### src/rtl/quant_pkg.sv
// quant_pkg: shared types and constants for the quantizer offset controller.
// Holds the controller FSM state enum, dither LFSR constants and offset limits.
package quant_pkg;

    typedef enum logic [1:0] {
        IDLE   = 2'd0,
        ACCUM  = 2'd1,
        UPDATE = 2'd2
    } state_t;

    localparam int LFSR_W = 16;
    localparam logic [LFSR_W-1:0] LFSR_SEED = 16'hACE1;
    // Fibonacci taps 16,14,13,11 -> bits 15,13,12,10
    localparam logic [LFSR_W-1:0] LFSR_TAPS = 16'hB400;

    localparam logic signed [7:0] OFFSET_MAX = 8'sh7F;
    localparam logic signed [7:0] OFFSET_MIN = 8'sh80;

endpackage

### src/rtl/dither_lfsr.sv
// dither_lfsr: free-running 16-bit Fibonacci LFSR used as the dither source.
// Ports: clk, rst (sync, active-high, loads LFSR_SEED), q[15:0] LFSR state.
module dither_lfsr
    import quant_pkg::*;
(
    input  logic              clk,
    input  logic              rst,
    output logic [LFSR_W-1:0] q
);

    always_ff @(posedge clk) begin
        if (rst) begin
            q <= LFSR_SEED;
        end else begin
            q <= {q[LFSR_W-2:0], ^(q & LFSR_TAPS)};
        end
    end

endmodule

### src/rtl/quant_ctrl.sv
// quant_ctrl: windowed sign-balance offset tracking loop for a 1-bit quantizer.
// Ports: clk, rst (sync, active-high), enable, y[1:0] (y[1]=1 positive),
//   offset_load/offset_init[7:0] (signed preload), offset[7:0] (signed),
//   random[9:0] (dither word), locked.
// Build option: define QUANT_DITHER_EN to drive random from dither_lfsr;
//   otherwise random is tied to zero.
module quant_ctrl
    import quant_pkg::*;
#(
    parameter int WIN_LOG2     = 10,
    parameter int DEADBAND     = 16,
    parameter int LOCK_WINDOWS = 4
) (
    input  logic              clk,
    input  logic              rst,
    input  logic              enable,
    input  logic [1:0]        y,
    input  logic              offset_load,
    input  logic signed [7:0] offset_init,
    output logic signed [7:0] offset,
    output logic [9:0]        random,
    output logic              locked
);

    localparam int LW = $clog2(LOCK_WINDOWS + 1);
    localparam int BW = WIN_LOG2 + 2;

    localparam logic [WIN_LOG2-1:0] CNT_ONE = WIN_LOG2'(1);
    localparam logic signed [BW-1:0] HALF = BW'(2 ** WIN_LOG2);
    localparam logic signed [BW-1:0] DB_POS = BW'(DEADBAND);
    localparam logic signed [BW-1:0] DB_NEG = BW'(-DEADBAND);
    localparam logic [LW-1:0] LOCK_MAX = LW'(LOCK_WINDOWS);
    localparam logic [LW-1:0] LOCK_ONE = LW'(1);

    state_t state;
    state_t state_nxt;

    logic [WIN_LOG2-1:0] win_cnt;
    logic [WIN_LOG2:0]   pos_cnt;
    logic [LW-1:0]       lock_cnt;
    logic signed [BW-1:0] bal;
    logic window_last;
    logic enter_accum;
    logic step_up;
    logic step_dn;

    assign window_last = &win_cnt;

    // 2*pos_cnt can reach 2^(WIN_LOG2+1); modular subtraction still
    // lands on the correct signed balance.
    assign bal = $signed({pos_cnt, 1'b0}) - HALF;

    // Saturated steps are not steps: they leave the lock counter running.
    assign step_up = (state == UPDATE) && (bal > DB_POS)
                   && (offset != OFFSET_MAX);
    assign step_dn = (state == UPDATE) && (bal < DB_NEG)
                   && (offset != OFFSET_MIN);

    always_comb begin
        state_nxt = state;
        unique case (state)
            IDLE:    if (enable) state_nxt = ACCUM;
            ACCUM: begin
                if (!enable) begin
                    state_nxt = IDLE;
                end else if (window_last) begin
                    state_nxt = UPDATE;
                end
            end
            UPDATE:  state_nxt = enable ? ACCUM : IDLE;
            default: state_nxt = IDLE;
        endcase
        // A preload restarts any window in progress.
        if (offset_load) begin
            state_nxt = enable ? ACCUM : IDLE;
        end
    end

    assign enter_accum = (state_nxt == ACCUM)
                       && ((state != ACCUM) || offset_load);

    always_ff @(posedge clk) begin
        if (rst) begin
            state <= IDLE;
        end else begin
            state <= state_nxt;
        end
    end

    always_ff @(posedge clk) begin
        if (rst) begin
            win_cnt <= '0;
            pos_cnt <= '0;
        end else if (enter_accum) begin
            win_cnt <= '0;
            pos_cnt <= '0;
        end else if (state == ACCUM) begin
            win_cnt <= win_cnt + CNT_ONE;
            pos_cnt <= pos_cnt + {{WIN_LOG2{1'b0}}, y[1]};
        end
    end

    always_ff @(posedge clk) begin
        if (rst) begin
            offset   <= '0;
            lock_cnt <= '0;
        end else if (offset_load) begin
            offset   <= offset_init;
            lock_cnt <= '0;
        end else if (step_up) begin
            offset   <= offset + 8'sd1;
            lock_cnt <= '0;
        end else if (step_dn) begin
            offset   <= offset - 8'sd1;
            lock_cnt <= '0;
        end else if (state == UPDATE && lock_cnt != LOCK_MAX) begin
            lock_cnt <= lock_cnt + LOCK_ONE;
        end
    end

    assign locked = (lock_cnt == LOCK_MAX);

`ifdef QUANT_DITHER_EN
    logic [LFSR_W-1:0] lfsr_q;
    logic unused_bits;

    dither_lfsr u_lfsr (
        .clk (clk),
        .rst (rst),
        .q   (lfsr_q)
    );

    assign random = lfsr_q[9:0];
    assign unused_bits = ^{y[0], lfsr_q[LFSR_W-1:10]};
`else
    logic unused_bits;

    assign random = '0;
    assign unused_bits = y[0];
`endif

endmodule

### config.mk
export PLATFORM = sky130hd
export DESIGN_NAME = quant_ctrl
export DESIGN_NICKNAME = d
export VERILOG_FILES = /design/src/rtl/quant_pkg.sv /design/src/rtl/dither_lfsr.sv /design/src/rtl/quant_ctrl.sv
export SDC_FILE = /design/constraint.sdc
export NUM_CORES = 1
export LEC_CHECK = 0
export CAP_MARGIN = 20
export CORE_MARGIN = 2
export CORE_UTILIZATION = 45
export DETAILED_ROUTE_END_ITERATION = 16
export GPL_TIMING_DRIVEN = 0
export PLACE_DENSITY = 0.74
export SLEW_MARGIN = 20
export SYNTH_ARGS = -nofsm -noshare
export SYNTH_HDL_FRONTEND = slang
export SYNTH_SLANG_ARGS = --single-unit
### constraint.sdc
create_clock -name clk -period 3.4 [get_ports clk]
set_input_delay 0.34 -clock clk [delete_from_list [all_inputs] [get_ports clk]]
set_output_delay 0.34 -clock clk [all_outputs]
set_load 0.01 [all_outputs]
==> metrics.txt <==
final setup fails=0; hold slack=0.494 ns; GPL Wtd Cong=0.780; pin count of the biggest net entering global routing=11; status=complete, no violations; grt total ovfl=0; antenna violations before repair=0; DR iter-0 viols=42; kind of end point of the critical path=register; Final Hold Viols=0; Int Power=0.709 mW; TritonCTS Buffers=5; mean post-synth cell area=8.63 um^2; Synth Area in Simple Gates=23.3%; num rows=24; Starting Density=47.2%; synthesized instance count=240; R2R setup slack=0.20 ns; worst path arrival time=3.44 ns; top-count cell post-synth=nor2_1; Core ar.=0.00438 mm^2; Reg clk slew, reported paths=0.06 ns; Final Instance Area=0.00253 mm^2; die width=71.8 um; Root Driver=clkbuf_8; kind of critical path=reg -> reg; Reg power frac=45.2%; die area=0.00516 mm^2; number of diodes=0; I/O Pins=33; WL per Instance=11.5 um; Gate power share=13.9%; flops & latches, synth=34; setup TNS=0 ns; Synth Cell Area=0.00207 mm^2; Port Buffers=20; skew final=0.00564 ns; Required @ worst endpoint=3.63 ns; H-tree levels=2; Power Density=365 mW/mm^2; Tot GR Track Use=16.2%; Psw=0.216 mW; Async SR Flop Fraction=0%; Sink Count=34; Max-cap violations=0; Detail Placement HPWL=2.93 mm; Lkg Pwr=1.01 nW; Vias/cell=5.04; CP Launch Type=register; Post-Synth XOR/XNOR Area=10.2%; Synth area leader=dfxtp_1; Crit Path Max Fanout=8; worst min path class=reg -> reg; Seq/Total Area, Yosys=32.9%; layout cell share with drive strength beyond 1=12.6%; Slew Viols, Final=0; drc violations=0; prevailing post-synth register cell=dfxtp_1; Synth-to-Final Area Change=22.2%; layout net count=307; FMAX=312 MHz; YS warnings=0; min cycle time layout=3.20 ns; post-synthesis adder-cell area fraction=9.43%; share of the synthesized area in the top cell type=32.9%; CTS tree=done; Area contributors post-synth=dfxtp_1 (33%), ha_1 (8.5%), nor2_1 (6.5%); largest buffer count on any clock path=2; final WL=3.80 mm; Worst VDD drop=0.000271 V; synth cell count leaders=nor2_1 (36), dfxtp_1 (34), nand2_1 (25); clock share of power=40.9%; Netlist cell types=45; Slew Limit Headroom=63.4%; placed inst area=0.00237 mm^2; DR vias=1,663; Synth Area in Compound Gates=12.8%; vias in the first global route=1,541; period utilisation layout=94.2%; ANT nets after route=0; sw frac=23.3%; largest family of logic cells by synthesized area=simple AND/OR/NAND/NOR gates; multiplexer share of the synthesized area=4.35%; global-route wire length before repair=6.56 mm; EDFF count, synth=0; worst-skew pair later-pin latency=0.29 ns; Worst Tran Pin Value=0.543 ns; die height=71.8 um; drt first pass iters=4
routing by layer:
layer / vias up / part of all wire, % / track usage (%)
li1: 879 / - / -
met1: 748 / 47 / 19.8
met2: 28 / 47 / 26.6
met3: 8 / 4.2 / 4.64
met4: 0 / 1.7 / 7.13
met5: - / 0 / 0
critical path, cell delays in order, from the launching register on:
cell and delay, ns:
dfxtp_2 0.36, inv_1 0.08, ha_4 0.26, or4b_1 0.47, a2bb2oi_1 0.17, o22ai_4 0.15, inv_2 0.11, ha_1 0.36
nand2_1 0.10, o311ai_2 0.33, o41ai_2 0.10, xnor2_1 0.15, or4_1 0.42, nand3_1 0.08
cells in the final DEF (no fill, tap or decap), drive strengths merged, types with 2 or more instances in the layout:
master / n
and3: 4
o22ai: 3
nor3: 3
a2111oi: 2
nand4: 5
a21oi: 7
o21ai: 4
o21bai: 3
xor2: 14
xnor2: 10
inv: 12
clkdlybuf4s50: 20
ha: 14
nand3: 8
dfxtp: 34
or4b: 2
buf: 13
clkbuf: 11
o211ai: 3
nand2: 25
mux2i: 9
a211oi: 5
or3: 4
conb: 10
nor2: 37
what timing repair did:
item,CTS,global route
pin swaps,3,2
setup buffers,2,0
setup endpoints to repair,3,1
cloned,0,0
gates resized for setup,4,3
hold buffers,0,0
sequential cells by signal, summed over array words and instances (netlist names):
signal    cells
pos_cnt      11
win_cnt      10
offset        8
state         2
lock_cnt      3
through the flow:
stage	cells	util, %	setup WS [ns]	power [mW]
after detailed placement	321	54.1	-0.331	0.548
after CTS	330	57.3	0.0601	0.931
after global routing	330	57.7	-0.00100	0.965
after global placement	321	54.1	-0.257	0.545
final	330	57.7	0.198	0.924
after floorplan	249	-	0.0344	0.506
area by class of cell:
| type | instances | area [um^2] |
|---|---|---|
| fillers | 423 | 1850 |
| multi-input cells | 187 | 1310 |
| flip-flops and latches | 34 | 682 |
| repair buffers | 22 | 215 |
| plain buffers | 16 | 98.8 |
| clock buffers | 6 | 82.6 |
| well taps | 52 | 65.1 |
| inverters | 12 | 45.0 |
| clock inverters | 1 | 30.0 |
power by group through the flow:
stage / logic [mW] / registers, mW / clock network, mW
floorplan: 0.0780 / 0.428 / 0
global placement: 0.119 / 0.426 / 0
detailed placement: 0.121 / 0.427 / 0
CTS: 0.124 / 0.418 / 0.389
global route: 0.143 / 0.419 / 0.403
finish: 0.128 / 0.418 / 0.378
logic make-up (layout without fill, tap and decap cells):
group,count (synthesis),in the layout
and+or+nand+nor,97,97
DFF,34,34
AOI/OAI and AO/OA,32,32
buffers and inverters,28,57
xor gates and xnor gates,24,24
adders and majority gates,15,15
muxes,9,9
other,1,10
path summary, 6_finish.rpt:
| check | from | end | cells after the start |
|---|---|---|---|
| worst min register to register | win_cnt[9]$_SDFFE_PP0P_ | win_cnt[9]$_SDFFE_PP0P_ | 2 |
| worst max register to register | pos_cnt[9]$_SDFFE_PP0P_ | offset[7]$_SDFFE_PP0P_ | 13 |
| worst min-delay path | win_cnt[9]$_SDFFE_PP0P_ | win_cnt[9]$_SDFFE_PP0P_ | 2 |
| worst max-delay path | pos_cnt[9]$_SDFFE_PP0P_ | offset[7]$_SDFFE_PP0P_ | 13 |
(Power assumes the default switching activity.)
